File: src/rtl/fp4_dot_mac_if.sv
// Operand-beat, flush and result handshake bundle for fp4_dot_mac.
// The master side is the operand streamer / result consumer; the slave side is the MAC.
interface fp4_dot_mac_if #(
    parameter int LANES = 4,
    parameter int ACC_W = 16
);
    logic                   i_in_valid;
    logic                   o_in_ready;
    logic [LANES-1:0]       i_lane_en;
    logic [4*LANES-1:0]     i_a;
    logic [4*LANES-1:0]     i_b;
    logic                   i_flush;
    logic                   o_fp4_valid;
    logic                   i_out_ready;
    logic [3:0]             o_fp4;
    logic                   o_zero;
    logic                   o_acc_sat;
    logic [ACC_W-1:0]       o_acc;

    modport master (
        output i_in_valid, i_lane_en, i_a, i_b, i_flush, i_out_ready,
        input  o_in_ready, o_fp4_valid, o_fp4, o_zero, o_acc_sat, o_acc
    );

    modport slave (
        input  i_in_valid, i_lane_en, i_a, i_b, i_flush, i_out_ready,
        output o_in_ready, o_fp4_valid, o_fp4, o_zero, o_acc_sat, o_acc
    );
endinterface

File: src/rtl/fp4_dot_mac.sv
// LANES-wide FP4 dot-product MAC: exact products summed into a clamped fixed-point
// accumulator (LSB 1/16); a flush returns one rounded, saturated FP4 value over valid/ready.
module fp4_dot_mac #(
    parameter int LANES          = 4,
    parameter int ACC_W          = 16,
    parameter bit CLEAR_ON_FLUSH = 1'b1
) (
    input  logic         i_clk,
    input  logic         i_rst_n,
    input  logic         i_clear,
    fp4_dot_mac_if.slave bus
);
    localparam int PROD_W = 11;
    localparam int TREE_W = 16;
    localparam int SUM_W  = ((ACC_W > TREE_W) ? ACC_W : TREE_W) + 1;
    localparam logic signed [SUM_W-1:0] POS_LIM = {{(SUM_W-ACC_W+1){1'b0}}, {(ACC_W-1){1'b1}}};
    localparam logic signed [SUM_W-1:0] NEG_LIM = -POS_LIM;

    typedef enum logic [1:0] {
        ST_ACCUM = 2'd0,
        ST_DRAIN = 2'd1,
        ST_OUT   = 2'd2
    } state_t;

    // Exact product in 1/16 units: (2+ma)(2+mb) << (ea+eb), signed by sa^sb.
    function automatic logic signed [PROD_W-1:0] fp4_mul(input logic [3:0] a, input logic [3:0] b);
        logic [3:0]        sig;
        logic [2:0]        sh;
        logic [PROD_W-1:0] mag;
        sig = {2'b00, 1'b1, a[0]} * {2'b00, 1'b1, b[0]};
        sh  = {1'b0, a[2:1]} + {1'b0, b[2:1]};
        mag = {{(PROD_W-4){1'b0}}, sig} << sh;
        fp4_mul = (a[3] ^ b[3]) ? ({PROD_W{1'b0}} - mag) : mag;
    endfunction

    // Returns {zero, s, e[1:0], m}. Thresholds are midpoints between FP4 magnitudes;
    // ties fall to the m=0 neighbour, and 0.25 falls to zero.
    function automatic logic [4:0] fp4_round(input logic signed [ACC_W-1:0] acc);
        logic [ACC_W-1:0] mag;
        logic [2:0]       em;
        mag = acc[ACC_W-1] ? ({ACC_W{1'b0}} - acc) : acc;
        if      (mag <= ACC_W'(32'd10)) em = 3'b000;
        else if (mag <  ACC_W'(32'd14)) em = 3'b001;
        else if (mag <= ACC_W'(32'd20)) em = 3'b010;
        else if (mag <  ACC_W'(32'd28)) em = 3'b011;
        else if (mag <= ACC_W'(32'd40)) em = 3'b100;
        else if (mag <  ACC_W'(32'd56)) em = 3'b101;
        else if (mag <= ACC_W'(32'd80)) em = 3'b110;
        else                            em = 3'b111;
        if (mag <= ACC_W'(32'd4)) fp4_round = 5'b10000;
        else                      fp4_round = {1'b0, acc[ACC_W-1], em};
    endfunction

    state_t                    state_q, state_d;
    logic [1:0]                cnt_q, cnt_d;
    logic                      in_ready_q;
    logic                      valid_q;
    logic [3:0]                fp4_q;
    logic                      zero_q;
    logic                      sat_q, sat_d;
    logic signed [ACC_W-1:0]   acc_q, acc_d, acc_out_q;
    logic signed [PROD_W-1:0]  prod_q [LANES];
    logic signed [PROD_W-1:0]  prod_d [LANES];
    logic signed [TREE_W-1:0]  tree_q, tree_d;
    logic signed [SUM_W-1:0]   sum_s;
    logic                      beat_s;
    logic                      flush_s;
    logic                      capture_s;
    logic [4:0]                conv_s;

    assign beat_s  = bus.i_in_valid & in_ready_q;
    assign flush_s = bus.i_flush & in_ready_q;
    assign conv_s  = fp4_round(acc_q);

    // Stage P: per-lane products; idle cycles and disabled lanes feed zeros down the pipe.
    always_comb begin
        for (int k = 0; k < LANES; k++) begin
            if (beat_s && bus.i_lane_en[k]) prod_d[k] = fp4_mul(bus.i_a[4*k +: 4], bus.i_b[4*k +: 4]);
            else                            prod_d[k] = {PROD_W{1'b0}};
        end
    end

    // Stage P register.
    always_ff @(posedge i_clk or negedge i_rst_n) begin
        if (!i_rst_n) begin
            for (int k = 0; k < LANES; k++) prod_q[k] <= {PROD_W{1'b0}};
        end else if (i_clear) begin
            for (int k = 0; k < LANES; k++) prod_q[k] <= {PROD_W{1'b0}};
        end else begin
            for (int k = 0; k < LANES; k++) prod_q[k] <= prod_d[k];
        end
    end

    // Stage T: signed sum of all lane products.
    always_comb begin
        tree_d = {TREE_W{1'b0}};
        for (int k = 0; k < LANES; k++) tree_d = tree_d + TREE_W'(prod_q[k]);
    end

    // Stage T register.
    always_ff @(posedge i_clk or negedge i_rst_n) begin
        if (!i_rst_n)     tree_q <= {TREE_W{1'b0}};
        else if (i_clear) tree_q <= {TREE_W{1'b0}};
        else              tree_q <= tree_d;
    end

    // Stage A: symmetric clamp, sticky saturation, optional clear when the result is captured.
    always_comb begin
        sum_s = SUM_W'(acc_q) + SUM_W'(tree_q);
        acc_d = acc_q;
        sat_d = sat_q;
        if (capture_s && CLEAR_ON_FLUSH) begin
            acc_d = {ACC_W{1'b0}};
            sat_d = 1'b0;
        end else if (sum_s > POS_LIM) begin
            acc_d = POS_LIM[ACC_W-1:0];
            sat_d = 1'b1;
        end else if (sum_s < NEG_LIM) begin
            acc_d = NEG_LIM[ACC_W-1:0];
            sat_d = 1'b1;
        end else begin
            acc_d = sum_s[ACC_W-1:0];
        end
    end

    // Accumulator, saturation flag and the one-cycle-delayed debug copy of the accumulator.
    always_ff @(posedge i_clk or negedge i_rst_n) begin
        if (!i_rst_n) begin
            acc_q     <= {ACC_W{1'b0}};
            sat_q     <= 1'b0;
            acc_out_q <= {ACC_W{1'b0}};
        end else if (i_clear) begin
            acc_q     <= {ACC_W{1'b0}};
            sat_q     <= 1'b0;
            acc_out_q <= {ACC_W{1'b0}};
        end else begin
            acc_q     <= acc_d;
            sat_q     <= sat_d;
            acc_out_q <= acc_q;
        end
    end

    // Control: ACCUM -> DRAIN on flush, capture after the pipe has emptied, OUT until consumed.
    always_comb begin
        state_d   = state_q;
        cnt_d     = cnt_q;
        capture_s = 1'b0;
        case (state_q)
            ST_ACCUM: begin
                if (flush_s) begin
                    state_d = ST_DRAIN;
                    cnt_d   = 2'd0;
                end else begin
                    state_d = ST_ACCUM;
                end
            end
            ST_DRAIN: begin
                if (cnt_q == 2'd3) begin
                    capture_s = 1'b1;
                    state_d   = ST_OUT;
                end else begin
                    cnt_d = cnt_q + 2'd1;
                end
            end
            ST_OUT: begin
                if (bus.i_out_ready) state_d = ST_ACCUM;
                else                 state_d = ST_OUT;
            end
            default: begin
                state_d = ST_ACCUM;
                cnt_d   = 2'd0;
            end
        endcase
        if (i_clear) begin
            state_d   = ST_ACCUM;
            cnt_d     = 2'd0;
            capture_s = 1'b0;
        end else begin
            cnt_d = cnt_d;
        end
    end

    // State register.
    always_ff @(posedge i_clk or negedge i_rst_n) begin
        if (!i_rst_n) begin
            state_q <= ST_ACCUM;
            cnt_q   <= 2'd0;
        end else begin
            state_q <= state_d;
            cnt_q   <= cnt_d;
        end
    end

    // Registered handshake and result; ready stays low while in reset.
    always_ff @(posedge i_clk or negedge i_rst_n) begin
        if (!i_rst_n) begin
            in_ready_q <= 1'b0;
            valid_q    <= 1'b0;
            fp4_q      <= 4'b0000;
            zero_q     <= 1'b0;
        end else begin
            in_ready_q <= (state_d == ST_ACCUM);
            valid_q    <= (state_d == ST_OUT);
            if (i_clear) begin
                fp4_q  <= 4'b0000;
                zero_q <= 1'b0;
            end else if (capture_s) begin
                fp4_q  <= conv_s[3:0];
                zero_q <= conv_s[4];
            end else begin
                fp4_q  <= fp4_q;
                zero_q <= zero_q;
            end
        end
    end

    assign bus.o_in_ready  = in_ready_q;
    assign bus.o_fp4_valid = valid_q;
    assign bus.o_fp4       = fp4_q;
    assign bus.o_zero      = zero_q;
    assign bus.o_acc_sat   = sat_q;
    assign bus.o_acc       = acc_out_q;
endmodule

File: src/flat_wrapper.sv
// flat-port wrapper written by rule: the top's interface ports become plain ports
module fp4_dot_mac_flat 
#(
    parameter int LANES          = 4,
    parameter int ACC_W          = 16,
    parameter bit CLEAR_ON_FLUSH = 1'b1
)
  (i_clk, i_rst_n, i_clear, bus_i_in_valid, bus_i_lane_en, bus_i_a, bus_i_b, bus_i_flush, bus_i_out_ready, bus_o_in_ready, bus_o_fp4_valid, bus_o_fp4, bus_o_zero, bus_o_acc_sat, bus_o_acc);
  fp4_dot_mac_if #(.LANES(LANES), .ACC_W(ACC_W)) bus_i ();
  input  logic i_clk;
  input  logic i_rst_n;
  input  logic i_clear;
  input wire logic [$bits(bus_i.i_in_valid)-1:0] bus_i_in_valid;
  input wire logic [$bits(bus_i.i_lane_en)-1:0] bus_i_lane_en;
  input wire logic [$bits(bus_i.i_a)-1:0] bus_i_a;
  input wire logic [$bits(bus_i.i_b)-1:0] bus_i_b;
  input wire logic [$bits(bus_i.i_flush)-1:0] bus_i_flush;
  input wire logic [$bits(bus_i.i_out_ready)-1:0] bus_i_out_ready;
  output wire logic [$bits(bus_i.o_in_ready)-1:0] bus_o_in_ready;
  output wire logic [$bits(bus_i.o_fp4_valid)-1:0] bus_o_fp4_valid;
  output wire logic [$bits(bus_i.o_fp4)-1:0] bus_o_fp4;
  output wire logic [$bits(bus_i.o_zero)-1:0] bus_o_zero;
  output wire logic [$bits(bus_i.o_acc_sat)-1:0] bus_o_acc_sat;
  output wire logic [$bits(bus_i.o_acc)-1:0] bus_o_acc;
  assign bus_i.i_in_valid = bus_i_in_valid;
  assign bus_i.i_lane_en = bus_i_lane_en;
  assign bus_i.i_a = bus_i_a;
  assign bus_i.i_b = bus_i_b;
  assign bus_i.i_flush = bus_i_flush;
  assign bus_i.i_out_ready = bus_i_out_ready;
  assign bus_o_in_ready = bus_i.o_in_ready;
  assign bus_o_fp4_valid = bus_i.o_fp4_valid;
  assign bus_o_fp4 = bus_i.o_fp4;
  assign bus_o_zero = bus_i.o_zero;
  assign bus_o_acc_sat = bus_i.o_acc_sat;
  assign bus_o_acc = bus_i.o_acc;
  fp4_dot_mac #(.LANES(LANES), .ACC_W(ACC_W), .CLEAR_ON_FLUSH(CLEAR_ON_FLUSH)) u_core (.i_clk(i_clk), .i_rst_n(i_rst_n), .i_clear(i_clear), .bus(bus_i));
endmodule
File: config.mk
export PLATFORM = sky130hd
export DESIGN_NAME = fp4_dot_mac_flat
export DESIGN_NICKNAME = d
export VERILOG_FILES = /design/src/rtl/fp4_dot_mac_if.sv /design/src/rtl/fp4_dot_mac.sv /design/src/flat_wrapper.sv
export SDC_FILE = /design/constraint.sdc
export NUM_CORES = 1
export LEC_CHECK = 0
export BUFFER_PORTS_ARGS = -buffer_cell sky130_fd_sc_hd__buf_4
export CORE_ASPECT_RATIO = 2
export CORE_MARGIN = 2
export CORE_UTILIZATION = 45
export DETAILED_ROUTE_END_ITERATION = 10
export GPL_TIMING_DRIVEN = 0
export PLACE_DENSITY = 0.73
export REMOVE_ABC_BUFFERS = 1
export SLEW_MARGIN = 25
export SYNTH_ARGS = -nofsm -noshare
export SYNTH_HDL_FRONTEND = slang
export SYNTH_SLANG_ARGS = --single-unit
File: constraint.sdc
create_clock -name i_clk -period 6.2 [get_ports i_clk]
set_input_delay 0.31 -clock i_clk [delete_from_list [all_inputs] [get_ports i_clk]]
set_output_delay 0.31 -clock i_clk [all_outputs]
set_load 0.05 [all_outputs]
# Word-level counts from Yosys, hierarchy flattened

Index checks and enable logic that the tools add are counted.

Output and inout port bits: 24
Input bits: 42
Register bits after elaboration: 104
Logic and storage cells: 112

Reductions and logical operators: 9
Multiplexer cells: 44
Shift-type cells: 4
Equal/unequal tests: 7
Bitwise logic cells: 6
$lt $le $gt $ge: 10
$add $sub $neg: 14
$mul: 4

Operators by type and width:

| operator                                                        | number |
|---|---|
| two-way mux 16 bit                                              | 7 |
| two-way mux 11 bit                                              | 8 |
| two-way mux 44 bit                                              | 1 |
| << shifter 4 x 3 -> 11 bit                                      | 4 |
| subtractor 1 x 11 -> 11 bit, first input constant               | 4 |
| two-way mux 3 bit                                               | 6 |
| adder 16 x 16 -> 17 bit                                         | 1 |
| greater-than comparator 17 x 16 -> 1 bit, second input constant | 1 |
| less-than comparator 17 x 16 -> 1 bit, second input constant    | 1 |
| adder 16 x 11 -> 16 bit                                         | 1 |
| <= comparator 16 x 3 -> 1 bit, second input constant            | 1 |
| <= comparator 16 x 4 -> 1 bit, second input constant            | 1 |
| <= comparator 16 x 5 -> 1 bit, second input constant            | 1 |
| <= comparator 16 x 6 -> 1 bit, second input constant            | 1 |
| <= comparator 16 x 7 -> 1 bit, second input constant            | 1 |
| less-than comparator 16 x 4 -> 1 bit, second input constant     | 1 |
| less-than comparator 16 x 5 -> 1 bit, second input constant     | 1 |
| less-than comparator 16 x 6 -> 1 bit, second input constant     | 1 |
| multiplier 2 x 2 -> 4 bit                                       | 4 |
| subtractor 1 x 16 -> 16 bit, first input constant               | 1 |
| adder 12 x 11 -> 13 bit                                         | 1 |
| adder 11 x 11 -> 12 bit                                         | 1 |
| adder 2 x 2 -> 3 bit                                            | 4 |
| two-way mux 2 bit                                               | 6 |
| other kinds (17)                                                | 39 |

# Logic depth before layout (Yosys ltp)

Gate-level depths: netlist (run 1).

Depth after elaboration: 13
Depth in mapped cells: 17
Gate-level depth less buffers: 17

# Least setup slack after synthesis (run 1)

OpenSTA, ideal clock, no wires.

Kind: register to register
From: register u_core.prod_q[12] in the netlist's numbering
To: register u_core.tree_q[12]
Stages on the path, launching flop included: 17
Path slack: 2,436 ps
Setup time: 132 ps
Arrival: 3,633 ps
Clock period less this slack: 3,764 ps
Path buffers: 0
Required time: 6,068 ps
Cells stage by stage: dfrtp_1 > fa_1 > ha_1 > fa_1 > a21o_1 > a21oi_1 > o21bai_1 > a21oi_1 > o21ai_0 > a21o_1 > a21oi_1 > xnor2_1 > ha_1 > or3_1 > o31ai_1 > xnor2_1 > nor2_1

Longest elaborated chain between the ends: 3

Ends and longest elaborated chain:

| item                    | line               | source |
|---|---|---|
| start, declared         | fp4_dot_mac.sv:62  | `logic signed [PROD_W-1:0] prod_q [LANES];` |
| adder 12 x 11 -> 13 bit | fp4_dot_mac.sv:97  | `for (int k = 0; k < LANES; k++) tree_d = tree_d + TREE_W'(prod_q[k]);` |
| adder 16 x 11 -> 16 bit | fp4_dot_mac.sv:97  |  |
| two-way mux 16 bit      | fp4_dot_mac.sv:103 | `else if (i_clear) tree_q <= {TREE_W{1'b0}};` |
| end signal, assigned    | fp4_dot_mac.sv:102 | `if (!i_rst_n) tree_q <= {TREE_W{1'b0}};` |
| end signal, assigned    | fp4_dot_mac.sv:103 |  |
| end signal, assigned    | fp4_dot_mac.sv:104 | `else tree_q <= tree_d;` |
| end, declared           | fp4_dot_mac.sv:64  | `logic signed [TREE_W-1:0] tree_q, tree_d;` |

Every way passes these cells.
A chain may end at the register's enable or synchronous reset.

# Worst setup path after layout (run 1)

From: register u_core.prod_q[23] in the netlist's numbering
To: register u_core.tree_q[12]

Longest elaborated chain between the ends: 4

Ends and longest elaborated chain:

| item                    | line |
|---|---|
| adder 11 x 11 -> 12 bit | fp4_dot_mac.sv:97 |
| adder 12 x 11 -> 13 bit | fp4_dot_mac.sv:97 |
| adder 16 x 11 -> 16 bit | fp4_dot_mac.sv:97 |
| two-way mux 16 bit      | fp4_dot_mac.sv:103 |

Every way passes these cells.

==> results.cfg, run 1 <==
[sta]
fin_crit_sh_pct = 66.1
rsz0062_at_grt = false
finalCriticalPeriod_ns = 4.10
finalMaxSlewViolations = 0
finalHoldViolCount = 0
relSlewSlack_pct = 43.0
tightestPinTransition_ns = 0.849
tns_ns = 0
max_freq_mhz = 244
finalSetupViolations = 0
finClkSkew_ns = 0.00764

[power]
p_leak_uw = 0.00412
powerDensity_nw_per_um2 = 294
ir_drop_mv = 0.170

[floorplan]
dieArea_sq_um = 18200
core_sq_um = 16800
die_w_um = 96.4
io_pins = 66
fp.dieH_um = 189
start_util_pct = 45.8
fp-row-count = 67

[cts]
hold_buffers = 0
path_clk_slew_ns = 0.07
clock-sinks = 104
clockBufferDepth = 2
cts_tree = yes
h-tree-depth = 3
cts_root_buf = clkbuf_16
cts_setup_buffers = 0
numCtsBuffers = 9
cts_resized = 0
insertion_delay_ns = 0.35

[place]
dp_cells = 1106
port_buffers = 65
gp_congestion = 0.848
place_hpwl_um = 13200

[drt]
ant_nets = 0
drc = 0
wl_per_cell_um = 14.7
firstDrtPassIters = 4
detail_route.vias_per_cell = 5.57
num_vias = 6248
routed_wl_um = 16500
drt_iter0_drc = 197

[synthesis]
synthAdderAreaFrac_pct = 14.8
synthSimpleGateAreaFrac_pct = 21.2
yosysSeqAreaShare_pct = 33.9
synth_ff_type = dfrtp_1
synth_top_family_by_area = simple AND/OR/NAND/NOR gates
synth_cell_types = 70
synth-xor-area-share_pct = 8.22
syn-cell-area_sq_um = 7680
synth-async-reset-ratio_pct = 100
synth_edf_count = 0
synth_compound_area_share_pct = 17.3
syn_inst = 859
yosysWarnings = 0
synth_mux_area_share_pct = 1.37
synth.avg_cell_area_sq_um = 8.94
ys_ff_latch = 104

[cells_and_area]
synthToLayoutAreaGrowth_pct = 12.6
num_antenna_cells = 0
drive_above_1_share_pct = 11.6
final_cell_count_no_fill = 1122
fin_nets = 1032

[run_status]
status = completed

[grt]
globalRoute.totalOverflow = 0
grt_pass1_vias = 6196
grt_pass1_wl_um = 27400
grt_use_total_pct = 19.2
antenna_found_initial = 0
grt_max_degree = 105

[worst_setup_path]
slowest_delay_ns = 0.48
ff2ff_path_depth = 16
crit_chain = fa_1 > ha_1 > fa_1 > a21o_1 > a21oi_1 > o21bai_1 > a21oi_1 > o21ai_0 > a21o_1 > a21oi_1 > xnor2_1 > ha_1 > or3_1 > o31ai_1 > xnor2_1 > nor2_1
crit_path_start_kind = flip-flop
cp_slowest_cell = fa_1
cp.required_ns = 6.42
arrival_ns = 4.31
endpoint_kind = flip-flop
cpMostUsedCell = a21oi_1
cp_max_fo = 3
critPathKind = flip-flop to flip-flop

[min_path]
hold_class = input port to asynchronous set/reset pin

[job]
drv_cap = 0
[worst paths after layout]
path,start,end,slack (ns)
setup / recovery,u_core.prod_q[23]$_DFF_PN0_,u_core.tree_q[12]$_DFF_PN0_,2.10
hold / removal,i_rst_n,u_core.bus.o_acc[6]$_DFF_PN0_,0.05
setup reg to reg,u_core.prod_q[23]$_DFF_PN0_,u_core.tree_q[12]$_DFF_PN0_,2.10
hold reg to reg,u_core.state_q[1]$_DFF_PN0_,u_core.state_q[0]$_DFF_PN0_,0.49
max in group asynchronous,i_rst_n,u_core.tree_q[12]$_DFF_PN0_,5.60
min in group i_clk,bus_i_out_ready,u_core.bus.o_fp4_valid$_DFF_PN0_,0.25
[where the power goes]
group	switching [uW]	total [uW]	internal, uW
clock	267	597	331
sequential	96.4	849	753
combinational	654	1100	443
total	1020	2540	1530
[flip-flops by register name (all words and copies together), names as in the netlist]
signal	flops
u_core.bus.o_fp4	4
u_core.acc_q	16
u_core.bus.o_zero	1
u_core.bus.o_acc_sat	1
u_core.bus.o_acc	16
u_core.bus.o_fp4_valid	1
u_core.cnt_q	2
u_core.bus.o_in_ready	1
u_core.tree_q	16
u_core.prod_q	44
u_core.state_q	2
[placed cells by master, fill, tap and decap left out, drive strengths merged, types with 6 or more instances in the layout]
cell,count
or3,10
o21ai,49
ha,62
nor2,107
mux2i,6
nor3,23
a31oi,10
and3,12
nand3,20
nand4,7
a211oi,8
buf,64
nand2,67
fa,18
o31ai,16
xor2,35
nand2b,19
nor2b,37
clkbuf,11
a21oi,58
o211ai,6
a21o,11
xnor2,37
dfrtp,104
inv,42
[kinds of logic (layout without fill, tap and decap cells)]
group | count (synthesis) | count (layout)
flip-flops | 104 | 104
buffers and inverters | 64 | 120
adder cells (fa/ha/maj) | 80 | 80
AO/OA/AOI/OAI | 201 | 201
XOR/XNOR | 72 | 72
multiplexers | 10 | 10
AND/OR/NAND/NOR | 328 | 328
[synth_stat cells, drive strengths merged, types with 5 or more instances]
cell	count	area [sq um]
a211oi	8	72.6
a21o	11	82.6
a21oi	58	302
a31oi	10	62.6
and3	12	75.1
clkbuf	23	86.3
dfrtp	104	2600
fa	18	360
ha	62	776
inv	39	146
mux2i	6	60.1
nand2	67	251
nand2b	19	119
nand3	20	100
nand4	7	43.8
nor2	107	404
nor2b	37	231
nor3	23	120
o211ai	6	45.0
o21ai	49	257
o21bai	5	37.5
o31ai	16	120
or2	5	31.3
or3	10	72.6
xnor2	37	324
xor2	35	307
[worst max-delay path, delay by kind of cell (launching register included)]
family	cells	cell delay [ns]
AO/OA/AOI/OAI	8	1.61
adder cells (fa/ha/maj)	4	1.32
flip-flops	1	0.43
AND/OR/NAND/NOR	2	0.35
XOR/XNOR	2	0.24
[routing by layer]
metal / part of all wire (%) / GRT usage (%) / vias to the layer above / routed length, um
met4: 3.9 / 9.70 / 0 / 646
met3: 2.1 / 2.00 / 33 / 353
li1: - / - / 3114 / -
met1: 33 / 17.0 / 2985 / 5420
met5: 0 / 0 / - / 0
met2: 61 / 39.4 / 116 / 10100
[through the flow]
stage | cell area (sq um) | setup WS, ns | utilization [%] | power [uW] | hold slack (ns)
finish | 8640 | 2.10 | 51.5 | 2540 | 0.0523
global route | 8640 | 1.81 | 51.5 | 2720 | 0.120
CTS | 8640 | 2.02 | 51.5 | 2560 | 0.113
detailed placement | 8330 | 2.02 | 49.7 | 1960 | 0.475
global placement | 8320 | 2.09 | 49.6 | 1930 | 0.468
floorplan | 7570 | 2.45 | - | 1670 | 0.0144
[cell type report]
| class | count | area [sq um] |
|---|---|---|
| clock inverter | 6 | 75.1 |
| clock buffer | 10 | 239 |
| sequential | 104 | 2600 |
| inverter | 39 | 146 |
| timing repair buffer | 65 | 494 |
| multi-input combinational | 691 | 4830 |
| tap | 207 | 259 |
| fill | 1572 | 8120 |
(Power assumes the default switching activity.)
==> run 2: changes to the inputs <==
--- a/config.mk
+++ b/config.mk
@@ -5,6 +5,7 @@
 export SDC_FILE = /design/constraint.sdc
 export NUM_CORES = 1
 export LEC_CHECK = 0
+export ABC_AREA = 1
 export BUFFER_PORTS_ARGS = -buffer_cell sky130_fd_sc_hd__buf_4
 export CORE_ASPECT_RATIO = 2
 export CORE_MARGIN = 2
==> constraint.sdc (replaced) <==
create_clock -name i_clk -period 4.15 [get_ports i_clk]
set_input_delay 0.2075 -clock i_clk [delete_from_list [all_inputs] [get_ports i_clk]]
set_output_delay 0.2075 -clock i_clk [all_outputs]
set_load 0.05 [all_outputs]
==> run 2 against run 1 <==
Net effect:
- critical endpoint unchanged
- largest cell class unchanged
- clock skew grew 0.0026 ns
- area after synthesis grew 2.5%
- synthesized cell count grew 25%
==> results.cfg, run 2 <==
[drt]
wl_per_cell_um = 13.7
detail_route.vias_per_cell = 5.25
num_vias = 7110
firstDrtPassIters = 4
routed_wl_um = 18600
drc = 0
ant_nets = 0
drt_iter0_drc = 249

[sta]
tns_ns = 0
relSlewSlack_pct = 43.7
max_freq_mhz = 262
setup_ws_ns = 0.339
finalSetupViolations = 0
rsz0062_at_grt = false
finalHoldViolCount = 0
finalCriticalPeriod_ns = 3.81
finClkSkew_ns = 0.0102
finalMaxSlewViolations = 0
fin_crit_sh_pct = 91.8
whs_ns = 0.0332
tightestPinTransition_ns = 0.845

[floorplan]
io_pins = 66
start_util_pct = 45.8
die_w_um = 97.5
core_sq_um = 17200
fp-row-count = 68
dieArea_sq_um = 18600
fp.dieH_um = 191

[cells_and_area]
final_cell_mix = nand2_1 (246), nor2_1 (137), inv_1 (132), dfrtp_1 (103), a21oi_1 (83)
final_common_cell = nand2_1
num_antenna_cells = 0
largest_reg_flops = 44
seq_area_sq_um = 2600
top_register = u_core.prod_q
multi_input_area_sq_um = 4680
utilization_pct = 51.5
fin_nets = 1261
drive_above_1_share_pct = 10.1
synthToLayoutAreaGrowth_pct = 12.4
final_cell_count_no_fill = 1354
nFillCells = 1712

[synthesis]
yosysSeqAreaShare_pct = 33.1
synth_top_area_share_pct = 33.1
synth_ff_type = dfrtp_1
syn-cell-area_sq_um = 7870
synthAdderAreaFrac_pct = 14.4
yosys-top-cells-count = nand2_1 (246), nor2_1 (138), inv_1 (132), dfrtp_1 (104), a21oi_1 (84)
synth_compound_area_share_pct = 15.0
ys_top_cells_by_area = dfrtp_1 (33%), nand2_1 (12%), ha_1 (9.9%), nor2_1 (6.6%), inv_1 (6.3%)
yosysTopAreaCell = dfrtp_1
yosysMostFrequentCell = nand2_1
synthSimpleGateAreaFrac_pct = 26.4
synth_edf_count = 0
syn_inst = 1077
synth_cell_types = 46
ys_ff_latch = 104
yosysWarnings = 0
synth_mux_area_share_pct = 0.382
synth_top_family_by_area = simple AND/OR/NAND/NOR gates
synth-xor-area-share_pct = 3.10
synth-async-reset-ratio_pct = 100
synth.avg_cell_area_sq_um = 7.31

[grt]
grt_use_met2_pct = 44.6
grt_use_total_pct = 21.0
globalRoute.totalOverflow = 0
grt_util_met1_pct = 17.7
antenna_found_initial = 0
grt_pass1_vias = 7194
grt_pass1_wl_um = 31500
top_usage_layer = met2
use_met3_pct = 2.34
grt_max_degree = 105

[power]
p_leak_uw = 0.00478
powerDensity_nw_per_um2 = 459
ir_drop_mv = 0.234

[worst_setup_path]
rrSetupSlack_ns = 0.34
endpoint_kind = flip-flop
crit_path_start_kind = flip-flop
cp-startpoint = u_core.prod_q[23]$_DFF_PN0_
arrival_ns = 4.06
critPathCapture = u_core.tree_q[12]$_DFF_PN0_
r2r-start = u_core.prod_q[23]$_DFF_PN0_
r2r_end = u_core.tree_q[12]$_DFF_PN0_
cp_max_fo = 4
critPathKind = flip-flop to flip-flop
ff2ff_path_depth = 20
cp.required_ns = 4.40

[place]
place_ws_ns = 0.225
port_buffers = 65
gp_congestion = 0.908
place_hpwl_um = 15500
dp_cells = 1336

[min_path]
hold_class = input port to flip-flop

[cts]
numCtsBuffers = 9
cts_root_buf = clkbuf_16
insertion_delay_ns = 0.36
path_clk_slew_ns = 0.07
h-tree-depth = 3
clockBufferDepth = 2
cts_tree = yes
clock-sinks = 104

[run_status]
status = completed

[job]
drv_cap = 0
==> run 2: cell types whose count changed after synthesis, sizes merged, moves of 11 or more <==
cell,before,now
and3,12,1
a21oi,58,87
nor2b,37,0
nand2b,19,0
xnor2,37,11
inv,39,135
nor2,107,142
xor2,35,16
o21ai,49,81
nand3,20,63
nand2,67,253
clkbuf,23,8
==> run 2: cell type report <==
class | instances | area share [%]
clock buffer | 9 | 2.55
timing repair buffer | 67 | 5.79
multi-input combinational | 820 | 52.9
tap | 210 | 2.97
sequential | 104 | 29.4
clock inverter | 7 | 0.594
inverter | 137 | 5.81
==> run 2: stage by stage <==
stage | power (uW) | cell area (sq um)
finish | 4060 | 8850
global route | 4380 | 8850
CTS | 4080 | 8830
detailed placement | 3250 | 8540
global placement | 3220 | 8540
floorplan | 2720 | 7790
==> run 2: worst min path at each step <==
stage                               start                          endpoint  slack [ns]  cells past startpoint
after floorplan                   i_rst_n         u_core.acc_q[0]$_DFF_PN0_       -0.09                      0
after global placement    bus_i_out_ready  u_core.bus.o_fp4_valid$_DFF_PN0_        0.40                      2
after detailed placement          i_rst_n     u_core.bus.o_acc[2]$_DFF_PN0_        0.38                      1
after CTS                 bus_i_out_ready  u_core.bus.o_fp4_valid$_DFF_PN0_        0.03                      2
after global routing      bus_i_out_ready  u_core.bus.o_fp4_valid$_DFF_PN0_        0.03                      2
final                     bus_i_out_ready  u_core.bus.o_fp4_valid$_DFF_PN0_        0.03                      2
==> run 2: where the power goes <==
group          switching (uW)  internal [uW]
Clock                     406            414
Combinational            1350            638
Sequential                114           1140
Total                    1870           2190
==> run 2: worst max-delay path, stage by stage, from the launching register on <==
cell,delay (ns)
dfrtp_2,0.45
fa_1,0.46
ha_1,0.23
fa_1,0.41
a21oi_1,0.17
o21bai_1,0.11
a21oi_1,0.16
nor2_1,0.07
nor2_2,0.11
xnor2_1,0.08
ha_1,0.32
inv_1,0.08
nor4_1,0.22
nand2_1,0.10
nand2_1,0.10
nand2_1,0.09
a21oi_2,0.17
nand3_1,0.08
nand2_1,0.11
a21oi_1,0.08
o21a_1,0.11
==> run 2: metal layers <==
metal  vias up  part of all wire (%)
li1       3640                     -
met1      3275                    31
met2       137                    61
met3        58                   2.4
met4         0                   5.5
met5         -                     0
==> run 2: logic make-up (layout without fill, tap and decap cells) <==
group,Yosys count,in the layout
AOI/OAI and AO/OA,212,212
buffers and inverters,153,220
and+or+nand+nor,498,498
xor gates and xnor gates,27,27
adders and majority gates,80,80
DFF,104,104
muxes,3,3
==> run 2: what timing repair did <==
action                                 CTS  global route
buffers inserted                         0             1
hold buffers                             1             0
resized for setup                        0             3
setup endpoints to repair                0             2
endpoints found under the hold margin   17             0
